`src/rtl/rx_decim_pkg.sv`:
```
// rtl/rx_decim_pkg.sv - shared widths, saturation limits and I/Q pair type for the rx packer
package rx_decim_pkg;

  localparam int DEF_IN_WIDTH  = 32;
  localparam int DEF_OUT_WIDTH = 16;

  localparam logic signed [15:0] SAT_MAX = 16'sh7FFF;
  localparam logic signed [15:0] SAT_MIN = 16'sh8000;

  typedef struct packed {
    logic signed [DEF_OUT_WIDTH-1:0] i;
    logic signed [DEF_OUT_WIDTH-1:0] q;
  } iq_pair_t;

endpackage

```
`src/rtl/rx_decim_packer_if.sv`:
```
// rtl/rx_decim_packer_if.sv - interleaved I/Q word stream toward the USB-side packer
interface rx_decim_packer_if import rx_decim_pkg::*; #(
  parameter int OUT_WIDTH = DEF_OUT_WIDTH
);

  logic [OUT_WIDTH-1:0] out_data;
  logic                 out_valid;
  logic                 out_ready;

  modport master (output out_data, output out_valid, input out_ready);
  modport slave  (input out_data, input out_valid, output out_ready);

endinterface

```
`src/rtl/rx_pair_fifo.sv`:
```
// rtl/rx_pair_fifo.sv - first-word-fall-through pair FIFO; a pop frees its slot for a same-cycle push
module rx_pair_fifo import rx_decim_pkg::*; #(
  parameter int WIDTH = 2*DEF_OUT_WIDTH,
  parameter int DEPTH = 4
) (
  input  logic             clk_120mhz,
  input  logic             reset,
  input  logic             clear,
  input  logic             push,
  input  logic             pop,
  input  logic [WIDTH-1:0] wr_data,
  output logic [WIDTH-1:0] rd_data,
  output logic             full,
  output logic             empty
);

  localparam int AW = $clog2(DEPTH);

  logic [WIDTH-1:0] mem [DEPTH];
  logic [AW:0]      wr_ptr;
  logic [AW:0]      rd_ptr;

  always_ff @(posedge clk_120mhz) begin
    if (reset || clear) begin
      wr_ptr <= '0;
      rd_ptr <= '0;
    end else begin
      if (push) wr_ptr <= wr_ptr + (AW+1)'(1);
      if (pop)  rd_ptr <= rd_ptr + (AW+1)'(1);
    end
  end

  // When full, a push only arrives together with a pop, so it lands in the slot being vacated.
  always_ff @(posedge clk_120mhz) begin
    if (push) mem[wr_ptr[AW-1:0]] <= wr_data;
  end

  assign rd_data = mem[rd_ptr[AW-1:0]];
  assign empty   = (wr_ptr == rd_ptr);
  assign full    = (wr_ptr[AW] != rd_ptr[AW]) && (wr_ptr[AW-1:0] == rd_ptr[AW-1:0]);

endmodule

```
`src/rtl/rx_decim_packer.sv`:
```
// rtl/rx_decim_packer.sv - CIC decimation strobe, rounding/saturating capture and I,Q word interleaver
module rx_decim_packer import rx_decim_pkg::*; #(
  parameter int IN_WIDTH    = DEF_IN_WIDTH,
  parameter int OUT_WIDTH   = DEF_OUT_WIDTH,
  parameter int FIFO_DEPTH  = 4,
  parameter int CIC_LATENCY = 1
) (
  input  logic                       clk_120mhz,
  input  logic                       reset,
  input  logic                       enable,
  input  logic [7:0]                 decim_rate,
  input  logic [4:0]                 shift,
  output logic                       strobe_decim,
  input  logic signed [IN_WIDTH-1:0] i_in,
  input  logic signed [IN_WIDTH-1:0] q_in,
  rx_decim_packer_if.master          out_if,
  output logic                       overrun,
  output logic [15:0]                sample_count
);

  localparam logic signed [IN_WIDTH:0] SAT_HI = (IN_WIDTH+1)'(SAT_MAX);
  localparam logic signed [IN_WIDTH:0] SAT_LO = (IN_WIDTH+1)'(SAT_MIN);

  // Round-half-up arithmetic shift in one extra bit so the rounding add cannot wrap.
  function automatic logic [OUT_WIDTH-1:0] scale_sat(input logic signed [IN_WIDTH-1:0] x,
                                                     input logic [4:0] sh);
    logic signed [IN_WIDTH:0] ext;
    logic signed [IN_WIDTH:0] rnd;
    logic signed [IN_WIDTH:0] r;
    ext = {x[IN_WIDTH-1], x};
    rnd = '0;
    if (sh != 5'd0) rnd[{1'b0, sh} - 6'd1] = 1'b1;
    r = (ext + rnd) >>> sh;
    if (r > SAT_HI)      scale_sat = SAT_MAX;
    else if (r < SAT_LO) scale_sat = SAT_MIN;
    else                 scale_sat = r[OUT_WIDTH-1:0];
  endfunction

  logic                   active;
  logic [7:0]             cnt;
  logic [CIC_LATENCY-1:0] strobe_pipe;
  logic                   cap_en;
  logic                   pair_valid;
  iq_pair_t               pair_reg;
  iq_pair_t               head;
  logic                   fifo_full;
  logic                   fifo_empty;
  logic                   out_valid_int;
  logic                   pop;
  logic                   accept;
  logic                   phase;
  logic                   overrun_r;
  logic [15:0]            count_r;

  assign active = enable & ~reset;

  always_ff @(posedge clk_120mhz) begin
    if (!active)           cnt <= '0;
    else if (cnt == 8'd0)  cnt <= decim_rate - 8'd1;
    else                   cnt <= cnt - 8'd1;
  end

  assign strobe_decim = active && (cnt == 8'd0);

  always_ff @(posedge clk_120mhz) begin
    if (!active) begin
      strobe_pipe <= '0;
    end else begin
      strobe_pipe[0] <= strobe_decim;
      for (int k = 1; k < CIC_LATENCY; k++) strobe_pipe[k] <= strobe_pipe[k-1];
    end
  end

  assign cap_en = strobe_pipe[CIC_LATENCY-1];

  always_ff @(posedge clk_120mhz) begin
    if (!active) begin
      pair_valid <= 1'b0;
      pair_reg   <= '0;
    end else begin
      pair_valid <= cap_en;
      if (cap_en) pair_reg <= '{i: scale_sat(i_in, shift), q: scale_sat(q_in, shift)};
    end
  end

  assign out_valid_int = active & ~fifo_empty;
  assign pop           = out_valid_int & out_if.out_ready & phase;
  assign accept        = pair_valid & (~fifo_full | pop);

  rx_pair_fifo #(
    .WIDTH ($bits(iq_pair_t)),
    .DEPTH (FIFO_DEPTH)
  ) u_fifo (
    .clk_120mhz (clk_120mhz),
    .reset      (reset),
    .clear      (~active),
    .push       (accept),
    .pop        (pop),
    .wr_data    (pair_reg),
    .rd_data    (head),
    .full       (fifo_full),
    .empty      (fifo_empty)
  );

  always_ff @(posedge clk_120mhz) begin
    if (!active) begin
      phase     <= 1'b0;
      overrun_r <= 1'b0;
      count_r   <= '0;
    end else begin
      if (out_valid_int && out_if.out_ready) phase <= ~phase;
      if (accept)          count_r   <= count_r + 16'd1;
      else if (pair_valid) overrun_r <= 1'b1;
    end
  end

  assign out_if.out_valid = out_valid_int;
  assign out_if.out_data  = !out_valid_int ? '0 : (phase ? head.q : head.i);
  assign overrun          = active & overrun_r;
  assign sample_count     = active ? count_r : 16'd0;

endmodule

```
`src/flat_wrapper.sv`:
```
// flat-port wrapper written by rule: the top's interface ports become plain ports
module rx_decim_packer_flat import rx_decim_pkg::*;
#(
  parameter int IN_WIDTH    = DEF_IN_WIDTH,
  parameter int OUT_WIDTH   = DEF_OUT_WIDTH,
  parameter int FIFO_DEPTH  = 4,
  parameter int CIC_LATENCY = 1
)
  (clk_120mhz, reset, enable, decim_rate, shift, strobe_decim, i_in, q_in, overrun, sample_count, out_if_out_data, out_if_out_valid, out_if_out_ready);
  rx_decim_packer_if #(.OUT_WIDTH(OUT_WIDTH)) out_if_i ();
  input  logic clk_120mhz;
  input  logic reset;
  input  logic enable;
  input  logic [7:0] decim_rate;
  input  logic [4:0] shift;
  output logic strobe_decim;
  input  logic signed [IN_WIDTH-1:0] i_in;
  input  logic signed [IN_WIDTH-1:0] q_in;
  output logic overrun;
  output logic [15:0] sample_count;
  output wire logic [$bits(out_if_i.out_data)-1:0] out_if_out_data;
  output wire logic [$bits(out_if_i.out_valid)-1:0] out_if_out_valid;
  input wire logic [$bits(out_if_i.out_ready)-1:0] out_if_out_ready;
  assign out_if_out_data = out_if_i.out_data;
  assign out_if_out_valid = out_if_i.out_valid;
  assign out_if_i.out_ready = out_if_out_ready;
  rx_decim_packer #(.IN_WIDTH(IN_WIDTH), .OUT_WIDTH(OUT_WIDTH), .FIFO_DEPTH(FIFO_DEPTH), .CIC_LATENCY(CIC_LATENCY)) u_core (.clk_120mhz(clk_120mhz), .reset(reset), .enable(enable), .decim_rate(decim_rate), .shift(shift), .strobe_decim(strobe_decim), .i_in(i_in), .q_in(q_in), .out_if(out_if_i), .overrun(overrun), .sample_count(sample_count));
endmodule
```
`config.mk`:
```
export PLATFORM = sky130hd
export DESIGN_NAME = rx_decim_packer_flat
export DESIGN_NICKNAME = d
export VERILOG_FILES = /design/src/rtl/rx_decim_pkg.sv /design/src/rtl/rx_decim_packer_if.sv /design/src/rtl/rx_pair_fifo.sv /design/src/rtl/rx_decim_packer.sv /design/src/flat_wrapper.sv
export SDC_FILE = /design/constraint.sdc
export NUM_CORES = 1
export LEC_CHECK = 0
export ABC_CLOCK_PERIOD_IN_PS = 9750
export BUFFER_PORTS_ARGS = -buffer_cell sky130_fd_sc_hd__buf_4
export CAP_MARGIN = 20
export CELL_PAD_IN_SITES_DETAIL_PLACEMENT = 0
export CELL_PAD_IN_SITES_GLOBAL_PLACEMENT = 1
export CORE_MARGIN = 3
export CORE_UTILIZATION = 48
export CTS_BUF_LIST = sky130_fd_sc_hd__clkbuf_8 sky130_fd_sc_hd__clkbuf_16
export DETAILED_ROUTE_END_ITERATION = 6
export GPL_TIMING_DRIVEN = 0
export PLACE_DENSITY_LB_ADDON = 0.1
export SLEW_MARGIN = 20
export SYNTH_ARGS = -nofsm -noshare
export SYNTH_HDL_FRONTEND = slang
export SYNTH_HIERARCHICAL = 1
export SYNTH_SLANG_ARGS = --single-unit
```
`constraint.sdc`:
```
create_clock -name clk_120mhz -period 9.75 [get_ports clk_120mhz]
set_input_delay 1.95 -clock clk_120mhz [delete_from_list [all_inputs] [get_ports clk_120mhz]]
set_output_delay 1.95 -clock clk_120mhz [all_outputs]
set_load 0.1 [all_outputs]
```
==> results of run 1 <==
==> critical path, delay by kind of cell <==
family,cells,cell delay (ps)
buffers and inverters,11,2650
AO/OA/AOI/OAI,6,2130
AND/OR/NAND/NOR,6,1330
adder cells (fa/ha/maj),3,800
multiplexers,3,1050
==> cell families after synthesis <==
family,after synthesis,synth area share [%]
AO/OA/AOI/OAI,685,27.0
XOR/XNOR,88,4.22
adder cells (fa/ha/maj),54,3.70
buffers and inverters,201,4.78
flip-flops,196,28.5
multiplexers,154,11.5
AND/OR/NAND/NOR,754,20.3
==> placed cells by master (no fill, tap or decap), drive strengths merged, types with 20 or more instances in the layout <==
cell	instances
xnor2	47
nand2	186
and3	26
nand3	52
nor4	20
mux4	41
a31oi	32
nand2b	22
o21a	25
buf	166
or3	21
o211ai	38
a211oi	57
and2	45
o21ai	113
mux2	26
edfxtp	128
inv	44
nand4	31
o221a	21
a21o	53
a21oi	145
clkbuf	122
xor2	41
dfxtp	68
nor3	43
ha	54
nor2	233
mux2i	87
==> per-layer routing <==
| metal | share of wire, % | track usage, % | vias to the layer above |
|---|---|---|---|
| li1 | - | - | 8426 |
| met2 | 48 | 60.6 | 1016 |
| met5 | 0 | 0 | - |
| met4 | 6.1 | 19.1 | 0 |
| met1 | 38 | 44.2 | 9020 |
| met3 | 7.6 | 4.85 | 218 |
==> area by class of cell <==
cell class                      instances  area [µm²]
Timing Repair Buffer                  118         951
Multi-Input combinational cell       1735       12500
Fill cell                            3400       16300
Inverter                               38         148
Buffer                                153         732
Clock buffer                           17         425
Tap cell                              504         631
Antenna cell                            1        2.50
Sequential cell                       196        5200
Clock inverter                         15         141
==> power breakdown <==
part	internal, mW	switching (mW)
combinational	0.324	0.596
sequential	0.929	0.0312
clock	0.339	0.326
==> worst max-delay path by stage <==
stage	slack [ps]	start	depth (start not counted)	endpoint
floorplan	740	shift[0]	31	u_core/pair_reg[0]
global placement	-2620	shift[0]	28	u_core/pair_reg[27]
detailed placement	-2560	shift[0]	29	u_core/pair_reg[8]
CTS	10	shift[0]	31	u_core/pair_reg[28]
global route	-20	shift[0]	31	u_core/pair_reg[28]
finish	120	shift[0]	29	u_core/pair_reg[28]
==> timing repair <==
item                       CTS  global route
pin swaps                    3             7
buffers inserted             1             5
hold endpoints to repair     0             0
gates resized for setup     52            54
setup endpoints to repair   30            30
==> through the flow <==
step,hold slack [ps],cells,setup TNS (ps)
detailed placement,482,2748,-73690
global route,531,2776,-19.5
finish,496,2777,0
global placement,450,2744,-74350
CTS,504,2777,0
floorplan,428,2132,0
==> impl_metrics.tcl, run 1 <==
set metrics [dict create \
    cp-start-kind "input pin" \
    synth_top_area_share_pct 21.1 \
    clk_pin_slew_ps 80 \
    start_util_pct 49.3 \
    nets 2394 \
    timing.fmax_mhz 104 \
    clock_skew_ps 8.77 \
    cp_max_fo 10 \
    crit_path_frequent_cell "clkbuf_4" \
    cts_tree "built" \
    drv_cap 0 \
    syn_to_final_growth_pct 13.5 \
    slew_violations 0 \
    drtPass1Iterations 7 \
    dieArea_um2 40400 \
    cp-end-kind "flip-flop" \
    slowest_stage "o311ai_1" \
    largest_reg_flops 128 \
    die_x_um 201 \
    htreeDepth 4 \
    synthArstFlopShare_pct 0 \
    final_antenna_net_count 0 \
    hold_viol 0 \
    ys.flop_type "edfxtp_1" \
    rr_worst_depth 10 \
    r2r_end "u_core/u_fifo/mem[1][11]" \
    overflow 0 \
    syn_inst 2132 \
    grt_pass1_vias 17900 \
    status "complete, but fails checks" \
    rrSetupSlack_ps 6290 \
    syn_nets 2267 \
    power.density_nw_per_um2 123 \
    clockBufferDepth 2 \
    synthesis.area_um2 18300 \
    cts-root-buf "clkbuf_16" \
    crit_type "input pin to flip-flop" \
    cts_buffers 17 \
    synth.distinct_cells 116 \
    peakVddDrop_v 0.000115 \
    drc 6 \
    min_path_cells 2 \
    routabilityCongestion 1.03 \
    wl_per_cell_um 26.9 \
    antenna_found_initial 0 \
    min_path_type "flip-flop to flip-flop" \
    ios 116 \
    p_leak_nw 7.82 \
    dpl_cell_area_um2 19800 \
    worst_skew_pair.late_latency_ps 430 \
    fin_crit_ps 9630 \
    drtIter0Drc 1878 \
    holdBufCountCts 0 \
    vias_per_cell 6.73 \
    setup_viol 0 \
    fin_area_um2 20700 \
    clock-sinks 196 \
    max-slew-margin-rel_pct 31.3 \
    synth_edf_count 128 \
    drive_gt1_share_pct 17.5 \
    fin_crit_sh_pct 98.8 \
    dpl_worst_slack_ps -2560 \
    setup_slack_ps 117 \
    routed_wl_mm 74.8 \
    final_util_pct 55.9 \
    ys_warn_count 6 \
    hold_start "u_core/count_r[15]" \
    postSynthAreaPerCell_um2 8.56 \
    vias 18700 \
    yosys-top-cells-count "nor2_1 (233), nand2_1 (185), a21oi_1 (142)" \
    core_area_um2 37000 \
    finalPower_mw 2.55 \
    required_ps 10070 \
    seq_area_frac_synth_pct 28.5 \
    crit_arrival_ps 9950 \
    dieHeight_um 201 \
    violations "design-rule violations" \
    synth-seq-cells 196 \
    max_stage_delay_ps 600 \
    rows 70 \
    grt_usage_pct 35.8 \
    yosys.area.top_type "edfxtp_1" \
    yosysMostFrequentCell "nor2_1" \
    grt_pass1_wl_mm 112 \
    worst_slew_pin_slew_ps 1030 \
    synthTopCellsByArea "edfxtp_1 (21%), dfxtp_1 (7.5%), mux4_2 (4.8%)" \
    io_buffers 108 \
    r2r_start "u_core/u_fifo/wr_ptr[0]" \
    grt_max_degree 29 \
    hold_end "u_core/count_r[15]" \
    dpl.hpwl_mm 60.2 \
]
Note: power is estimated with default switching activity, not from simulation.
==> inputs of run 2 (changes only) <==
--- a/config.mk
+++ b/config.mk
@@ -5,14 +5,16 @@
 export SDC_FILE = /design/constraint.sdc
 export NUM_CORES = 1
 export LEC_CHECK = 0
+export ABC_AREA = 1
 export ABC_CLOCK_PERIOD_IN_PS = 9750
 export BUFFER_PORTS_ARGS = -buffer_cell sky130_fd_sc_hd__buf_4
 export CAP_MARGIN = 20
 export CELL_PAD_IN_SITES_DETAIL_PLACEMENT = 0
 export CELL_PAD_IN_SITES_GLOBAL_PLACEMENT = 1
-export CORE_MARGIN = 3
-export CORE_UTILIZATION = 48
+export CORE_MARGIN = 5
+export CORE_UTILIZATION = 44
 export CTS_BUF_LIST = sky130_fd_sc_hd__clkbuf_8 sky130_fd_sc_hd__clkbuf_16
+export CTS_CLUSTER_DIAMETER = 120
 export DETAILED_ROUTE_END_ITERATION = 6
 export GPL_TIMING_DRIVEN = 0
 export PLACE_DENSITY_LB_ADDON = 0.1
==> impl_metrics.tcl, run 2 <==
set metrics [dict create \
    final_common_cell "nand2_1" \
    r2r_start "u_core/u_fifo/wr_ptr[0]" \
    seq_area_frac_synth_pct 28.4 \
    synth.distinct_cells 55 \
    htreeDepth 4 \
    clk_pin_slew_ps 60 \
    rsz0062_at_grt "false" \
    drc 0 \
    final_cell_mix "nand2_1 (912), nand3_1 (551), inv_1 (351)" \
    stdcell_count 3684 \
    cts_resized 0 \
    vias_per_cell 5.44 \
    hold_ws_ps 469 \
    final_util_pct 49.9 \
    synthTopCellsByArea "edfxtp_1 (21%), nand2_1 (19%), nand3_1 (15%)" \
    status "finished clean" \
    synth_edf_count 128 \
    overflow 0 \
    crit_arrival_ps 9400 \
    setup_viol 0 \
    crit_type "input pin to flip-flop" \
    timing.fmax_mhz 110 \
    grt_pass1_vias 19200 \
    yosys.area.top_type "edfxtp_1" \
    ys.flop_type "edfxtp_1" \
    drv_cap 0 \
    io_buffers 114 \
    postSynthAreaPerCell_um2 6.11 \
    synthesis.area_um2 18300 \
    max-slew-margin-rel_pct 41.4 \
    cp_max_fo 10 \
    synth_top_area_share_pct 21.0 \
    post_cts_buffers 0 \
    syn_to_final_growth_pct 11.7 \
    grt_max_degree 30 \
    p_leak_nw 10.0 \
    min_path_cells 2 \
    fin_crit_sh_pct 93.2 \
    drtPass1Iterations 6 \
    synthArstFlopShare_pct 0 \
    grt_pass1_wl_mm 105 \
    syn_inst 3002 \
    die_x_um 214 \
    rows 74 \
    holdBufCountCts 0 \
    final_antenna_net_count 0 \
    rrSetupSlack_ps 6230 \
    vias 20000 \
    place_inst 3652 \
    dieHeight_um 214 \
    core_area_um2 41000 \
    clock_skew_ps 11.6 \
    yosysMostFrequentCell "nand2_1" \
    final.setup.tns_ps 0 \
    nets 3274 \
    dieArea_um2 45800 \
    max_stage_delay_ps 750 \
    diodes 0 \
    dpl.hpwl_mm 56.6 \
    cp-end-kind "flip-flop" \
    finalPower_mw 2.43 \
    fin_area_um2 20500 \
    power.density_nw_per_um2 119 \
    ys_warn_count 6 \
    synth-seq-cells 196 \
    clockBufferDepth 2 \
    clock-sinks 196 \
    required_ps 10060 \
    slowest_stage "nor3_1" \
    r2r_end "u_core/count_r[14]" \
    routabilityCongestion 0.999 \
    dpl_worst_slack_ps 412 \
    wl_per_cell_um 18.3 \
    cts_buffers 17 \
    largest_reg_flops 128 \
    worst_skew_pair.late_latency_ps 430 \
    start_util_pct 44.7 \
    drive_gt1_share_pct 10.2 \
    setup_slack_ps 666 \
    syn_nets 3137 \
    peakVddDrop_v 0.000121 \
    drtIter0Drc 1590 \
    hold_end "u_core/overrun_r" \
    crit_path_frequent_cell "nand2_1" \
    dpl_cell_area_um2 19900 \
    cp-start-kind "input pin" \
    cts_tree "built" \
    slew_violations 0 \
    antenna_found_initial 0 \
    grt_usage_pct 28.4 \
    yosys-top-cells-count "nand2_1 (912), nand3_1 (551), inv_1 (352)" \
    cts-root-buf "clkbuf_16" \
    hold_start "u_core/overrun_r" \
    hold_viol 0 \
    fin_crit_ps 9080 \
    ios 116 \
    rr_worst_depth 20 \
    routed_wl_mm 67.4 \
    min_path_type "flip-flop to flip-flop" \
    worst_slew_pin_slew_ps 873 \
]
## run 2: area by class of cell
type	instances	area [µm²]
Timing Repair Buffer	118	943
Clock buffer	17	425
Fill cell	4409	20500
Multi-Input combinational cell	2321	11100
Clock inverter	15	119
Tap cell	532	666
Sequential cell	196	5200
Inverter	366	1380
Buffer	119	598
## run 2: layer usage
layer	global-route usage [%]	share of wire [%]	wire, µm
met1	36.6	44	29400
met2	49.0	47	32000
met3	2.80	4.5	3040
met4	12.1	4.5	3010
met5	0	0	0
## run 2: cells by family after synthesis
logic type	count (synthesis)	share of synthesized area, %
simple gates	1931	46.5
xor+xnor	24	1.15
fa+ha+maj	54	3.69
mux	1	0.0546
compound gates	311	9.45
flops	196	28.4
buf+inv	485	10.8
## run 2: report_power, final
group | internal (mW) | leakage, nW | switching [mW]
combinational | 0.252 | 8.03 | 0.562
sequential | 0.942 | 1.74 | 0.0365
clock | 0.348 | 0.263 | 0.291
total | 1.54 | 10.0 | 0.890
## run 2: critical path, delay by kind of cell
| family | cells | cell delay [ps] |
|---|---|---|
| buffers and inverters | 8 | 2340 |
| adders and majority gates | 2 | 760 |
| AOI/OAI and AO/OA | 5 | 1180 |
| and+or+nand+nor | 20 | 3120 |
## run 2: worst max path at each step
stage	startpoint	endpoint	slack (ps)	depth (start not counted)
after floorplan	enable	out_if_out_data[10]	2160	7
after global placement	shift[0]	u_core/pair_reg[29]	440	35
after detailed placement	shift[0]	u_core/pair_reg[28]	410	35
after CTS	shift[0]	u_core/pair_reg[28]	840	35
after global routing	shift[0]	u_core/pair_reg[22]	120	35
final	shift[0]	u_core/pair_reg[28]	670	35
==> inputs of run 3 (changes only) <==
--- a/config.mk
+++ b/config.mk
@@ -5,14 +5,13 @@
 export SDC_FILE = /design/constraint.sdc
 export NUM_CORES = 1
 export LEC_CHECK = 0
-export ABC_AREA = 1
 export ABC_CLOCK_PERIOD_IN_PS = 9750
 export BUFFER_PORTS_ARGS = -buffer_cell sky130_fd_sc_hd__buf_4
 export CAP_MARGIN = 20
 export CELL_PAD_IN_SITES_DETAIL_PLACEMENT = 0
 export CELL_PAD_IN_SITES_GLOBAL_PLACEMENT = 1
 export CORE_MARGIN = 5
-export CORE_UTILIZATION = 44
+export CORE_UTILIZATION = 48
 export CTS_BUF_LIST = sky130_fd_sc_hd__clkbuf_8 sky130_fd_sc_hd__clkbuf_16
 export CTS_CLUSTER_DIAMETER = 120
 export DETAILED_ROUTE_END_ITERATION = 6
==> impl_metrics.tcl, run 3 (synthesized netlist as in run 1, its figures left out) <==
set metrics [dict create \
    multi_input_area_um2 12500 \
    timing.fmax_mhz 105 \
    slew_violations 0 \
    clockBufferDepth 2 \
    clock_skew_ps 18.1 \
    wl_per_cell_um 26.4 \
    drtPass1Iterations 7 \
    stdcell_count 2781 \
    top_usage_layer "met2" \
    antenna_found_initial 0 \
    io_buffers 108 \
    rr_worst_depth 10 \
    rows 71 \
    holdBufCountCts 0 \
    place_inst 2755 \
    slowest_stage "a211oi_1" \
    hold_end "u_core/overrun_r" \
    final_cell_mix "nor2_1 (229), nand2_1 (182), a21oi_1 (138)" \
    crit_arrival_ps 9880 \
    cp-end-kind "flip-flop" \
    dpl.hpwl_mm 59.3 \
    cts_tree "built" \
    syn_to_final_growth_pct 13.9 \
    status "complete, but fails checks" \
    seqCellArea_um2 5200 \
    ios 116 \
    die_x_um 205 \
    violations "design-rule violations" \
    min_path_cells 2 \
    hold_start "u_core/overrun_r" \
    drive_gt1_share_pct 17.3 \
    diodes 0 \
    met3_usage_pct 3.58 \
    r2r_start "u_core/u_fifo/wr_ptr[0]" \
    worst_slew_pin_slew_ps 1070 \
    crit_family "compound AO/OA/AOI/OAI gates" \
    r2r_end "u_core/u_fifo/mem[2][11]" \
    grt_pass1_wl_mm 110 \
    peakVddDrop_v 0.000110 \
    htreeDepth 4 \
    grt_usage_pct 34.0 \
    drv_cap 0 \
    met2_usage_pct 56.8 \
    dpl_worst_slack_ps -2490 \
    core_area_um2 37600 \
    max-slew-margin-rel_pct 28.2 \
    dieHeight_um 205 \
    fin_crit_sh_pct 98.1 \
    cts-root-buf "clkbuf_16" \
    vias_per_cell 6.64 \
    hold_ws_ps 468 \
    dieArea_um2 42000 \
    max_stage_delay_ps 780 \
    path_buf_inv 9 \
    cts_buffers 17 \
    use_met1_pct 43.4 \
    setup_slack_ps 189 \
    rsz0062_at_grt "false" \
    start_util_pct 48.6 \
    min_path_type "flip-flop to flip-flop" \
    final.setup.tns_ps 0 \
    grt_pass1_vias 17900 \
    hold_viol 0 \
    cp_max_fo 19 \
    worst_skew_pair.late_latency_ps 440 \
    clk_pin_slew_ps 70 \
    final_antenna_net_count 0 \
    largest_reg_flops 128 \
    required_ps 10070 \
    fin_crit_ps 9560 \
    routed_wl_mm 73.3 \
    routabilityCongestion 1.07 \
    drc 2 \
    drtIter0Drc 1983 \
    vias 18500 \
    fillCellCount 3504 \
    grt_max_degree 26 \
    final_common_cell "nor2_1" \
    overflow 0 \
    setup_viol 0 \
    power.density_nw_per_um2 125 \
    cp-start-kind "input pin" \
    clock-sinks 196 \
    nets 2392 \
    p_leak_nw 7.81 \
    rrSetupSlack_ps 6290 \
    crit_type "input pin to flip-flop" \
]
run 3: cell types whose count changed in the layout (fill, tap and decap cells not counted), moves of 25 or more:
| cell | previous run | this run |
|---|---|---|
| inv_1 | 351 | 33 |
| nor2_1 | 290 | 229 |
| nand2_2 | 39 | 4 |
| a211oi_1 | 3 | 45 |
| nand2_1 | 912 | 182 |
| a21o_1 | 0 | 53 |
| mux2i_1 | 1 | 85 |
| clkbuf_1 | 41 | 92 |
| and2_1 | 1 | 40 |
| nand3_1 | 551 | 50 |
| mux2_2 | 0 | 26 |
| xnor2_1 | 7 | 47 |
| o211ai_1 | 11 | 36 |
| mux4_2 | 0 | 39 |
run 3: how the worst max path moves through the flow:
| stage | from | endpoint | depth (start not counted) |
|---|---|---|---|
| global route | shift[1] | u_core/pair_reg[11] | 28 |
| CTS | shift[0] | u_core/pair_reg[30] | 30 |
| floorplan | shift[0] | u_core/pair_reg[0] | 31 |
| detailed placement | shift[0] | u_core/pair_reg[12] | 30 |
| global placement | shift[0] | u_core/pair_reg[14] | 30 |
| finish | shift[0] | u_core/pair_reg[1] | 29 |
run 3: through the flow:
stage                     instance area (µm²)  power (mW)  utilization (%)
after floorplan                         18300        1.56                -
after global placement                  19700        1.83             52.4
after detailed placement                19800        1.84             52.7
after CTS                               20600        2.56             54.8
after global routing                    20800        2.70             55.3
final                                   20800        2.59             55.3
run 3: layout make-up:
type / count / share of cell area [%]
Tap cell: 511 / 3.08
Multi-Input combinational cell: 1735 / 60.2
Inverter: 38 / 0.710
Sequential cell: 196 / 25.0
Clock buffer: 17 / 2.05
Timing Repair Buffer: 116 / 4.50
Clock inverter: 15 / 0.981
Buffer: 153 / 3.46
run 3: what timing repair did:
action                                  4_1_cts  5_1_grt
endpoints found under the setup margin       30       30
resized for setup                            40       54
setup buffers                                 0        4
pin swaps                                     1        3
run 3: where the power goes:
group / internal, mW / leakage [nW] / switching, mW
logic: 0.323 / 5.78 / 0.591
registers: 0.929 / 1.73 / 0.0310
clock network: 0.374 / 0.301 / 0.340
total: 1.63 / 7.81 / 0.962
run 3: layer usage:
metal  part of all wire, %  wire length (µm)  up-vias
met2                    47             34800      954
met3                   6.7              4940      220
li1                      -                 -     8404
met1                    40             29300     8899
met4                   5.8              4280        0
met5                     0                 0        -
run 3: worst min-delay path, stage by stage, from the launching register on:
cell and delay (ps):
dfxtp_1 330, a31oi_1 40, nor2_1 70
